File: config.mk
export PLATFORM = sky130hd
export DESIGN_NAME = kernel_tap_sched
export DESIGN_NICKNAME = d
export VERILOG_FILES = /design/src/rtl/kernel_tap_sched.sv
export SDC_FILE = /design/constraint.sdc
export NUM_CORES = 1
export LEC_CHECK = 0
export ABC_AREA = 1
export ABC_CLOCK_PERIOD_IN_PS = 3550
export BUFFER_PORTS_ARGS = -buffer_cell sky130_fd_sc_hd__buf_4
export CAP_MARGIN = 30
export CORE_MARGIN = 2
export CORE_UTILIZATION = 55
export CTS_BUF_LIST = sky130_fd_sc_hd__clkbuf_4 sky130_fd_sc_hd__clkbuf_8
export CTS_CLUSTER_DIAMETER = 50
export DETAILED_ROUTE_END_ITERATION = 10
export HOLD_SLACK_MARGIN = 0.12
export PLACE_DENSITY_LB_ADDON = 0.3
export SYNTH_ARGS = -nofsm -noshare
export SYNTH_HDL_FRONTEND = slang
export SYNTH_SLANG_ARGS = --single-unit
File: constraint.sdc
create_clock -name clk -period 3.55 [get_ports clk]
set_input_delay 0.355 -clock clk [delete_from_list [all_inputs] [get_ports clk]]
set_output_delay 0.355 -clock clk [all_outputs]
set_load 0.05 [all_outputs]
File: src/rtl/kernel_tap_sched.sv
// rtl/kernel_tap_sched.sv - round-robin scheduler streaming 25 kernel taps from a shared weight table
module kernel_tap_sched #(
   parameter int NTAPS = 25,
   parameter int IDXW  = 5,
   parameter int DW    = 16
) (
   input  logic            clk,
   input  logic            rst,
   input  logic [1:0]      req,
   output logic [1:0]      grant,
   output logic            busy,
   output logic [IDXW-1:0] tbl_indx,
   input  logic [DW-1:0]   tbl_tv,
   output logic            tap_valid,
   input  logic            tap_ready,
   output logic [DW-1:0]   tap_data,
   output logic [IDXW-1:0] tap_idx,
   output logic            tap_last,
   output logic            tap_lane,
   output logic            done
);

   typedef enum logic [1:0] {
      S_IDLE,
      S_GRANT,
      S_STREAM,
      S_DONE
   } state_t;

   localparam logic [IDXW-1:0] LAST_IDX  = IDXW'(NTAPS - 1);
   localparam logic [IDXW-1:0] FIRST_CNT = IDXW'((NTAPS > 1) ? 1 : 0);

   state_t          state;
   state_t          state_next;
   logic [IDXW-1:0] cnt;
   logic            ptr;
   logic            sel_lane;
   logic            handshake;

   // Contention goes to the pointer lane; otherwise the single requester wins.
   assign sel_lane  = (&req) ? ptr : req[1];
   assign handshake = tap_valid & tap_ready;

   always_comb begin
      state_next = state;
      busy       = (state != S_IDLE);
      done       = 1'b0;
      tbl_indx   = '0;
      case (state)
         S_IDLE: begin
            if (|req) state_next = S_GRANT;
         end
         S_GRANT: begin
            state_next = S_STREAM;
         end
         S_STREAM: begin
            tbl_indx = cnt;
            if (handshake && tap_last) state_next = S_DONE;
         end
         S_DONE: begin
            done       = 1'b1;
            state_next = S_IDLE;
         end
         default: state_next = S_IDLE;
      endcase
   end

   always_ff @(posedge clk) begin
      if (rst) begin
         state     <= S_IDLE;
         cnt       <= '0;
         ptr       <= 1'b0;
         grant     <= 2'b00;
         tap_lane  <= 1'b0;
         tap_valid <= 1'b0;
         tap_data  <= '0;
         tap_idx   <= '0;
         tap_last  <= 1'b0;
      end else begin
         state <= state_next;
         case (state)
            S_IDLE: begin
               if (|req) begin
                  grant    <= sel_lane ? 2'b10 : 2'b01;
                  tap_lane <= sel_lane;
                  cnt      <= '0;
               end
            end
            S_GRANT: begin
               tap_data  <= tbl_tv;
               tap_idx   <= '0;
               tap_last  <= (NTAPS == 1);
               tap_valid <= 1'b1;
               cnt       <= FIRST_CNT;
            end
            S_STREAM: begin
               if (handshake) begin
                  if (!tap_last) begin
                     tap_data <= tbl_tv;
                     tap_idx  <= cnt;
                     tap_last <= (cnt == LAST_IDX);
                     // Saturate so the table index stays in range while the last tap waits.
                     cnt      <= (cnt == LAST_IDX) ? cnt : cnt + 1'b1;
                  end else begin
                     tap_valid <= 1'b0;
                     tap_last  <= 1'b0;
                  end
               end
            end
            S_DONE: begin
               grant <= 2'b00;
               ptr   <= ~tap_lane;
            end
            default: ;
         endcase
      end
   end

endmodule

* After elaboration in Yosys (flattened, before gate mapping)
Cells that the tools add are included.
** Cells by class
- Add/sub/neg operators :: 1
- Eq/ne operators :: 10
- Mux-type cells :: 26
- Bitwise logic cells :: 2
- Reductions and logical operators :: 15
** Operator list (count)
- two-way mux 5 bit :: 7
- two-way mux 16 bit :: 2
- one-hot mux 16 bit (2 select lines) :: 1
- one-hot mux 5 bit (3 select lines) :: 1
- != test 2 bit (second input constant) :: 6
- one-hot mux 5 bit (2 select lines) :: 1
- AND reduction 2 bit :: 5
- two-way mux 2 bit :: 4
- one-hot mux 2 bit (4 select lines) :: 1
- two-way mux 1 bit :: 6
- AND reduction 3 bit :: 2
- nonzero test 2 bit :: 3
- adder 5 x 1 -> 5 bit (second input constant) :: 1
- == test 5 bit (second input constant) :: 1
- AND reduction 5 bit :: 1
- == test 2 bit (second input constant) :: 2
- one-hot mux 1 bit (2 select lines) :: 2
- one-hot mux 2 bit (2 select lines) :: 1
- nonzero test 3 bit :: 1
- == test 2 x 1 -> 1 bit (second input constant) :: 1
- zero test 2 bit :: 1
- OR reduction 2 bit :: 1
- AND 1 bit :: 1
- logical AND 1 bit :: 1
- inverter 1 bit :: 1
** Word-level totals
- Flip-flop bits (word level) :: 34
- Bits of input ports :: 21
- Logic and storage cells :: 63

* Longest topological paths before layout
Gate-level depths: netlist (run 1).
- Word-level depth :: 5
- Depth in mapped cells :: 9

* Least setup slack after synthesis (run 1)
Ideal clock, no wire load.
- Kind :: reg2out
- Start :: register state[0]
- End :: output port tbl_indx[4]
- Data arrival time :: 1.218 ns
- Required time :: 3.195 ns
- Setup slack :: 1.977 ns
- Stages on the path, launching flop included :: 7
- Path through :: dfxtp_1 > inv_1 > ha_1 > buf_4 > buf_6 > nand2_1 > inv_1
** On the way
- Word-level cells in the longest chain between the ends :: 2
** RTL lines
- start, declared :: line 33 : state_t state;
- start signal, assigned :: line 80 : state <= state_next;
- == test 2 bit :: line 49 : case (state)
- two-way mux 5 bit :: line 49
- end, declared :: line 12 : output logic [IDXW-1:0] tbl_indx,
Every way passes these cells.

* Worst setup path in the final report (run 1)
Ends and elaborated chain as after synthesis.

==> results of run 1 <==
==> layout make-up <==
class | instances | area [µm²]
Clock buffer | 7 | 58.8
Clock inverter | 1 | 5.00
Fill cell | 238 | 731
Inverter | 24 | 90.1
Multi-Input combinational cell | 149 | 732
Sequential cell | 34 | 681
Tap cell | 31 | 38.8
Timing Repair Buffer | 53 | 398
==> power by group <==
group	total [W]	internal [W]	switching (W)
clock	0.000223	0.000104	0.000120
combinational	0.000962	0.000282	0.000680
sequential	0.000556	0.000483	0.0000733
==> cells by family after synthesis <==
logic type | count (synthesis)
compound gates | 48
fa+ha+maj | 7
buf+inv | 33
flops | 34
simple gates | 94
==> through the flow <==
step | std cells | instance area, µm² | total power, W | hold WS, ps
final | 299 | 2000 | 0.00174 | 270
after global routing | 299 | 2000 | 0.00187 | 256
after CTS | 299 | 2000 | 0.00175 | 259
after detailed placement | 291 | 1940 | 0.00153 | 449
after global placement | 291 | 1940 | 0.00151 | 451
after floorplan | 216 | 1570 | 0.00133 | 478
==> Yosys cell counts (2+ instances only) <==
cell type / count
o21ai_4: 2
nor2_1: 13
o21ai_0: 9
dfxtp_1: 34
nand2_1: 69
nand3_1: 6
nand4_1: 2
inv_1: 23
a21oi_1: 36
buf_6: 3
buf_2: 3
ha_1: 7
==> worst reg2reg max path: cells and delay by family (launching register included) <==
family                     cells  cell delay [ps]
AOI/OAI and AO/OA              2              620
adders and majority gates      1              420
buffers and inverters          2              380
DFF                            1              390
and+or+nand+nor                1              130
==> worst max-delay path by stage <==
stage	from	end	depth (start not counted)
2_1_floorplan	state[0]	tbl_indx[4]	6
3_3_place_gp	state[0]	tap_data[3]	6
3_5_place_dp	state[0]	tap_data[3]	6
4_1_cts	state[0]	tbl_indx[3]	5
5_1_grt	state[0]	tbl_indx[3]	5
6_report	state[0]	tbl_indx[4]	5
==> sequential cells by signal, summed over array words and instances (netlist names) <==
register,flops
tap_valid,1
grant,2
cnt,5
tap_lane,1
tap_idx,5
state,2
ptr,1
tap_last,1
tap_data,16
==> layout by cell type (no fill, tap or decap), drive strengths merged <==
master	count
buf	53
nand4	2
nand3b	1
clkbuf	7
clkinv	1
nor2	13
o21ai	11
nor3	1
ha	7
a21oi	36
nand2	70
dfxtp	34
a21boi	1
inv	24
nand3	7
==> layer usage <==
metal	routed length (µm)	global-route usage (%)
met1	1460	25.7
met4	43	6.98
met5	0	0
met2	1610	34.1
met3	206	7.03
==> impl_metrics.env, run 1 <==
export IMPL_reg2reg_depth=6
export IMPL_ctsHoldBuffers=0
export IMPL_clkSinkCount=34
export IMPL_cp_slowest_cell="ha_1"
export IMPL_drtAntennaViolNets=0
export IMPL_crit_top_cell="inv_1"
export IMPL_ir_worst_vdd_uv=674
export IMPL_fmax_mhz=466
export IMPL_critPathTopFamily="adder cells"
export IMPL_cellPowerDensity_nw_per_um2=869
export IMPL_ys_seq_area_share_pct=43.5
export IMPL_synth_ff_type="dfxtp_1"
export IMPL_drcViolationCount=0
export IMPL_final_core_util_pct=73.3
export IMPL_antenna_found_initial=0
export IMPL_synth_warning_count=0
export IMPL_post_place_ws_ps=1510
export IMPL_rr_startpoint="state[0]"
export IMPL_hold_path_cell_count=3
export IMPL_synth_area_um2=1570
export IMPL_worst_slack_ps=1400
export IMPL_reg2reg_slack_ps=1510
export IMPL_initial_utilization_pct=57.3
export IMPL_h_tree_depth=2
export IMPL_layout_nets=295
export IMPL_synth_top_area_share_pct=43.5
export IMPL_cp_data_required_time_ps=3190
export IMPL_grt_pass1_wl_um=5350
export IMPL_end_kind="output pin"
export IMPL_overflow=0
export IMPL_synthTopCellsByArea="dfxtp_1 43%, nand2_1 17%, a21oi_1 12%, ha_1 5.6%, inv_1 5.5%"
export IMPL_grt_max_degree=29
export IMPL_drtIter0Drc=56
export IMPL_ios=54
export IMPL_drt_pass1_iter_count=4
export IMPL_die_h_um=57.4
export IMPL_synth_mux_area_share_pct=0
export IMPL_syn_nets=244
export IMPL_hold_viol=0
export IMPL_synth_top_family_by_area="simple AND/OR/NAND/NOR gates"
export IMPL_fp_dieW_um=57.4
export IMPL_cp_arrival_ps=1790
export IMPL_hp_start="tbl_tv[5]"
export IMPL_root_buffer="clkbuf_4"
export IMPL_cap_violations=0
export IMPL_worstMarginPinSlew_ps=633
export IMPL_p_leak_nw=0.955
export IMPL_post_route_period_util_pct=60.5
export IMPL_die_area_um2=3290
export IMPL_relSlewSlack_pct=57.8
export IMPL_numCtsBuffers=5
export IMPL_drt_wirelength_per_cell_um=11.1
export IMPL_drive_above_1_share_pct=24.6
export IMPL_synth_edff_count=0
export IMPL_routed_via_density=5.00
export IMPL_synthAdderAreaFrac_pct=5.59
export IMPL_insertion_delay_ps=330
export IMPL_track_usage_pct=20.8
export IMPL_setup_viol=0
export IMPL_clkTransAtPathRegs_ps=100
export IMPL_yosysTopAreaCell="dfxtp_1"
export IMPL_synthArstFlopShare_pct=0
export IMPL_rsz0062_at_grt="no"
export IMPL_critPathKind="reg -> out"
export IMPL_area_delta_synth_final_pct=27.9
export IMPL_postRouteWirelength_um=3330
export IMPL_core_um2=2730
export IMPL_cp_slowest_stage_delay_ps=570
export IMPL_grt_pass1_vias=1263
export IMPL_vias=1494
export IMPL_hp_class="in -> reg"
export IMPL_ctsLongestPathBuffers=2
export IMPL_avgSynthCellArea_um2=7.25
export IMPL_cts_resized=0
export IMPL_synth_compound_area_share_pct=16.9
export IMPL_cp_num_buf_inv=3
export IMPL_io_buffers=53
export IMPL_postCtsSetupBuffers=0
export IMPL_clock_skew_ps=7.76
export IMPL_min_period_ps=2150
export IMPL_outcome="completed"
export IMPL_hold_end="tap_data[5]"
export IMPL_path_cells="inv_1 > ha_1 > nand2_1 > inv_1 > buf_4"
export IMPL_rows=19
export IMPL_reg2reg_to="tap_data[3]"
export IMPL_synth_xor_xnor_area_share_pct=0
export IMPL_cts_tree="yes"
export IMPL_cp_max_fo=17
export IMPL_fin_setup_tns_ps=0
export IMPL_yosys_area_share_simple_pct=24.2
export IMPL_ys_seq_elements=34
export IMPL_critPathLaunchType="register"
export IMPL_hpwl_um=2520
export IMPL_drv_slew=0
export IMPL_ys_types=21
export IMPL_gpl_final_weighted_congestion=0.885
export IMPL_diodes=0
export IMPL_synth_cells=216
Note: power is estimated with default switching activity, not from simulation.
==> run 2, diff against run 1 <==
--- a/config.mk
+++ b/config.mk
@@ -5,12 +5,12 @@
 export SDC_FILE = /design/constraint.sdc
 export NUM_CORES = 1
 export LEC_CHECK = 0
-export ABC_AREA = 1
-export ABC_CLOCK_PERIOD_IN_PS = 3550
+export ABC_AREA = 0
+export ABC_CLOCK_PERIOD_IN_PS = 2200
 export BUFFER_PORTS_ARGS = -buffer_cell sky130_fd_sc_hd__buf_4
 export CAP_MARGIN = 30
 export CORE_MARGIN = 2
-export CORE_UTILIZATION = 55
+export CORE_UTILIZATION = 51
 export CTS_BUF_LIST = sky130_fd_sc_hd__clkbuf_4 sky130_fd_sc_hd__clkbuf_8
 export CTS_CLUSTER_DIAMETER = 50
 export DETAILED_ROUTE_END_ITERATION = 10
==> constraint.sdc (replaced) <==
create_clock -name clk -period 2.2 [get_ports clk]
set_input_delay 0.22 -clock clk [delete_from_list [all_inputs] [get_ports clk]]
set_output_delay 0.22 -clock clk [all_outputs]
set_load 0.05 [all_outputs]
==> impl_metrics.env, run 2 <==
export IMPL_outcome="completed"
export IMPL_vias=1488
export IMPL_fmax_mhz=503
export IMPL_synth_cells=184
export IMPL_cts_tree="yes"
export IMPL_drcViolationCount=0
export IMPL_clkSinkCount=34
export IMPL_rows=19
export IMPL_insertion_delay_ps=340
export IMPL_worst_slack_ps=213
export IMPL_ys_seq_area_share_pct=45.7
export IMPL_crit_top_cell="inv_1"
export IMPL_regMostFlops="tap_data"
export IMPL_drt_wirelength_per_cell_um=13.3
export IMPL_largest_reg_flops=16
export IMPL_cp_data_required_time_ps=1980
export IMPL_hold_viol=0
export IMPL_area_delta_synth_final_pct=41.9
export IMPL_numCtsBuffers=5
export IMPL_synth_top_area_share_pct=45.7
export IMPL_grt_pass1_wl_um=6020
export IMPL_multi_input_area_um2=728
export IMPL_ys_top_cells_by_count="38 x nand2_1, 34 x dfxtp_1, 26 x a21oi_1, 16 x nor2_1, 9 x inv_1"
export IMPL_antenna_found_initial=0
export IMPL_hp_class="in -> reg"
export IMPL_avgSynthCellArea_um2=8.09
export IMPL_fp_dieW_um=58.0
export IMPL_layout_nets=277
export IMPL_gpl_final_weighted_congestion=0.808
export IMPL_cap_violations=0
export IMPL_drv_slew=0
export IMPL_cellPowerDensity_nw_per_um2=1220
export IMPL_synth_area_um2=1490
export IMPL_synthArstFlopShare_pct=0
export IMPL_critPathKind="reg -> out"
export IMPL_drtIter0Drc=54
export IMPL_diodes=0
export IMPL_drive_above_1_share_pct=25.7
export IMPL_die_h_um=58.0
export IMPL_track_usage_pct=23.7
export IMPL_cp_slowest_cell="ha_1"
export IMPL_relSlewSlack_pct=62.7
export IMPL_synth_edff_count=0
export IMPL_path_cells="inv_1 > ha_1 > inv_1 > nor2_1 > buf_4"
export IMPL_end_kind="output pin"
export IMPL_min_period_ps=1990
export IMPL_synth_ff_type="dfxtp_1"
export IMPL_post_route_period_util_pct=90.3
export IMPL_fin_setup_tns_ps=0
export IMPL_ys_types=30
export IMPL_overflow=0
export IMPL_grt_pass1_vias=1339
export IMPL_synth_most_common_cell="nand2_1"
export IMPL_routed_via_density=5.31
export IMPL_critPathLaunchType="register"
export IMPL_drtAntennaViolNets=0
export IMPL_p_leak_nw=0.927
export IMPL_postRouteWirelength_um=3730
export IMPL_synth_warning_count=0
export IMPL_largestRegisters="tap_data x16, cnt x5, tap_idx x5"
export IMPL_clkTransAtPathRegs_ps=100
export IMPL_cp_max_fo=12
export IMPL_drt_pass1_iter_count=4
export IMPL_worstMarginPinSlew_ps=554
export IMPL_die_area_um2=3370
export IMPL_setup_viol=0
export IMPL_syn_nets=212
export IMPL_final_common_cell="buf_4"
export IMPL_cp_slowest_stage_delay_ps=380
export IMPL_h_tree_depth=2
export IMPL_rsz0062_at_grt="no"
export IMPL_fill_cells=207
export IMPL_seq_area_um2=681
export IMPL_cp_num_buf_inv=3
export IMPL_final_cell_mix="56 x buf_4, 38 x nand2_1, 34 x dfxtp_1, 26 x a21oi_1, 16 x nor2_1"
export IMPL_root_buffer="clkbuf_4"
export IMPL_initial_utilization_pct=54.0
export IMPL_clock_skew_ps=7.88
export IMPL_ios=54
export IMPL_synthTopCellsByArea="dfxtp_1 46%, nand2_1 9.6%, a21oi_1 8.7%, ha_1 5.9%, nor2_1 4.0%"
export IMPL_hpwl_um=2370
export IMPL_cp_arrival_ps=1770
export IMPL_yosysTopAreaCell="dfxtp_1"
export IMPL_ys_seq_elements=34
export IMPL_io_buffers=53
export IMPL_ir_worst_vdd_uv=1110
export IMPL_grt_max_degree=35
export IMPL_core_um2=2760
export IMPL_critPathTopFamily="buffers and inverters"
export IMPL_post_place_ws_ps=277
export IMPL_ctsLongestPathBuffers=2
==> run 2: changes by cell type in the layout (fill, tap and decap cells not counted), moves of 3 or more <==
cell | before | now
nand2_1 | 69 | 38
inv_1 | 23 | 9
buf_4 | 53 | 56
nor2_1 | 13 | 16
o21ai_0 | 9 | 5
a21oi_1 | 36 | 26
dlygate4sd3_1 | 0 | 13
and2_1 | 0 | 3
a22oi_1 | 0 | 6
==> run 2: where the power goes <==
group | total (W) | internal, W | switching, W | leakage [nW]
combinational | 0.00128 | 0.000424 | 0.000855 | 0.606
clock | 0.000470 | 0.000264 | 0.000206 | 0.0443
sequential | 0.000820 | 0.000736 | 0.0000845 | 0.277
total | 0.00257 | 0.00142 | 0.00115 | 0.927
==> run 2: area by class of cell <==
class / instances / area share [%]
Multi-Input combinational cell: 130 / 34.5
Sequential cell: 34 / 32.2
Timing Repair Buffer: 69 / 26.1
Clock buffer: 6 / 2.43
Tap cell: 31 / 1.84
Inverter: 9 / 1.60
Clock inverter: 1 / 1.42
==> run 2: tightest hold or removal path: cells and delay by family <==
| family | cells | cell delay, ps |
|---|---|---|
| AO/OA/AOI/OAI | 1 | 60 |
| buffers and inverters | 1 | 110 |
| AND/OR/NAND/NOR | 1 | 50 |
==> run 2: repair_timing <==
action | 4_1_cts | 5_1_grt
gates resized for setup | 0 | 0
hold endpoints to repair | 13 | 0
hold buffers | 13 | 0
buffers inserted | 0 | 0
==> run 2: path summary, 6_finish.rpt <==
path	from	slack, ps	cells after the start	end
worst max-delay path	state[0]	210	5	tbl_indx[0]
worst min-delay path	tbl_tv[3]	130	3	tap_data[3]
worst max register to register	state[0]	230	6	cnt[0]
worst min register to register	tap_data[1]	460	2	tap_data[1]
==> run 2: metal layers <==
metal | GRT usage, % | vias to the layer above | share of wire, %
li1 | - | 751 | -
met1 | 28.5 | 678 | 43
met2 | 39.3 | 50 | 48
met3 | 7.81 | 9 | 6.7
met4 | 8.97 | 0 | 1.9
met5 | 0 | - | 0
==> run 2: cell families after synthesis <==
kind of cell	Yosys count	synth area share [%]
buffers and inverters	20	5.38
muxes	2	1.34
AOI/OAI and AO/OA	46	17.9
and+or+nand+nor	75	23.8
DFF	34	45.7
adders and majority gates	7	5.88
==> run 2: metrics by stage <==
stage	instances	hold slack (ps)	total power, W	instance area [µm²]	utilization [%]
finish	280	129	0.00257	2110	76.6
global route	280	121	0.00273	2110	76.6
CTS	280	122	0.00257	2110	76.6
detailed placement	260	445	0.00208	1900	69.0
global placement	260	439	0.00207	1900	69.0
floorplan	184	360	0.00173	1490	-
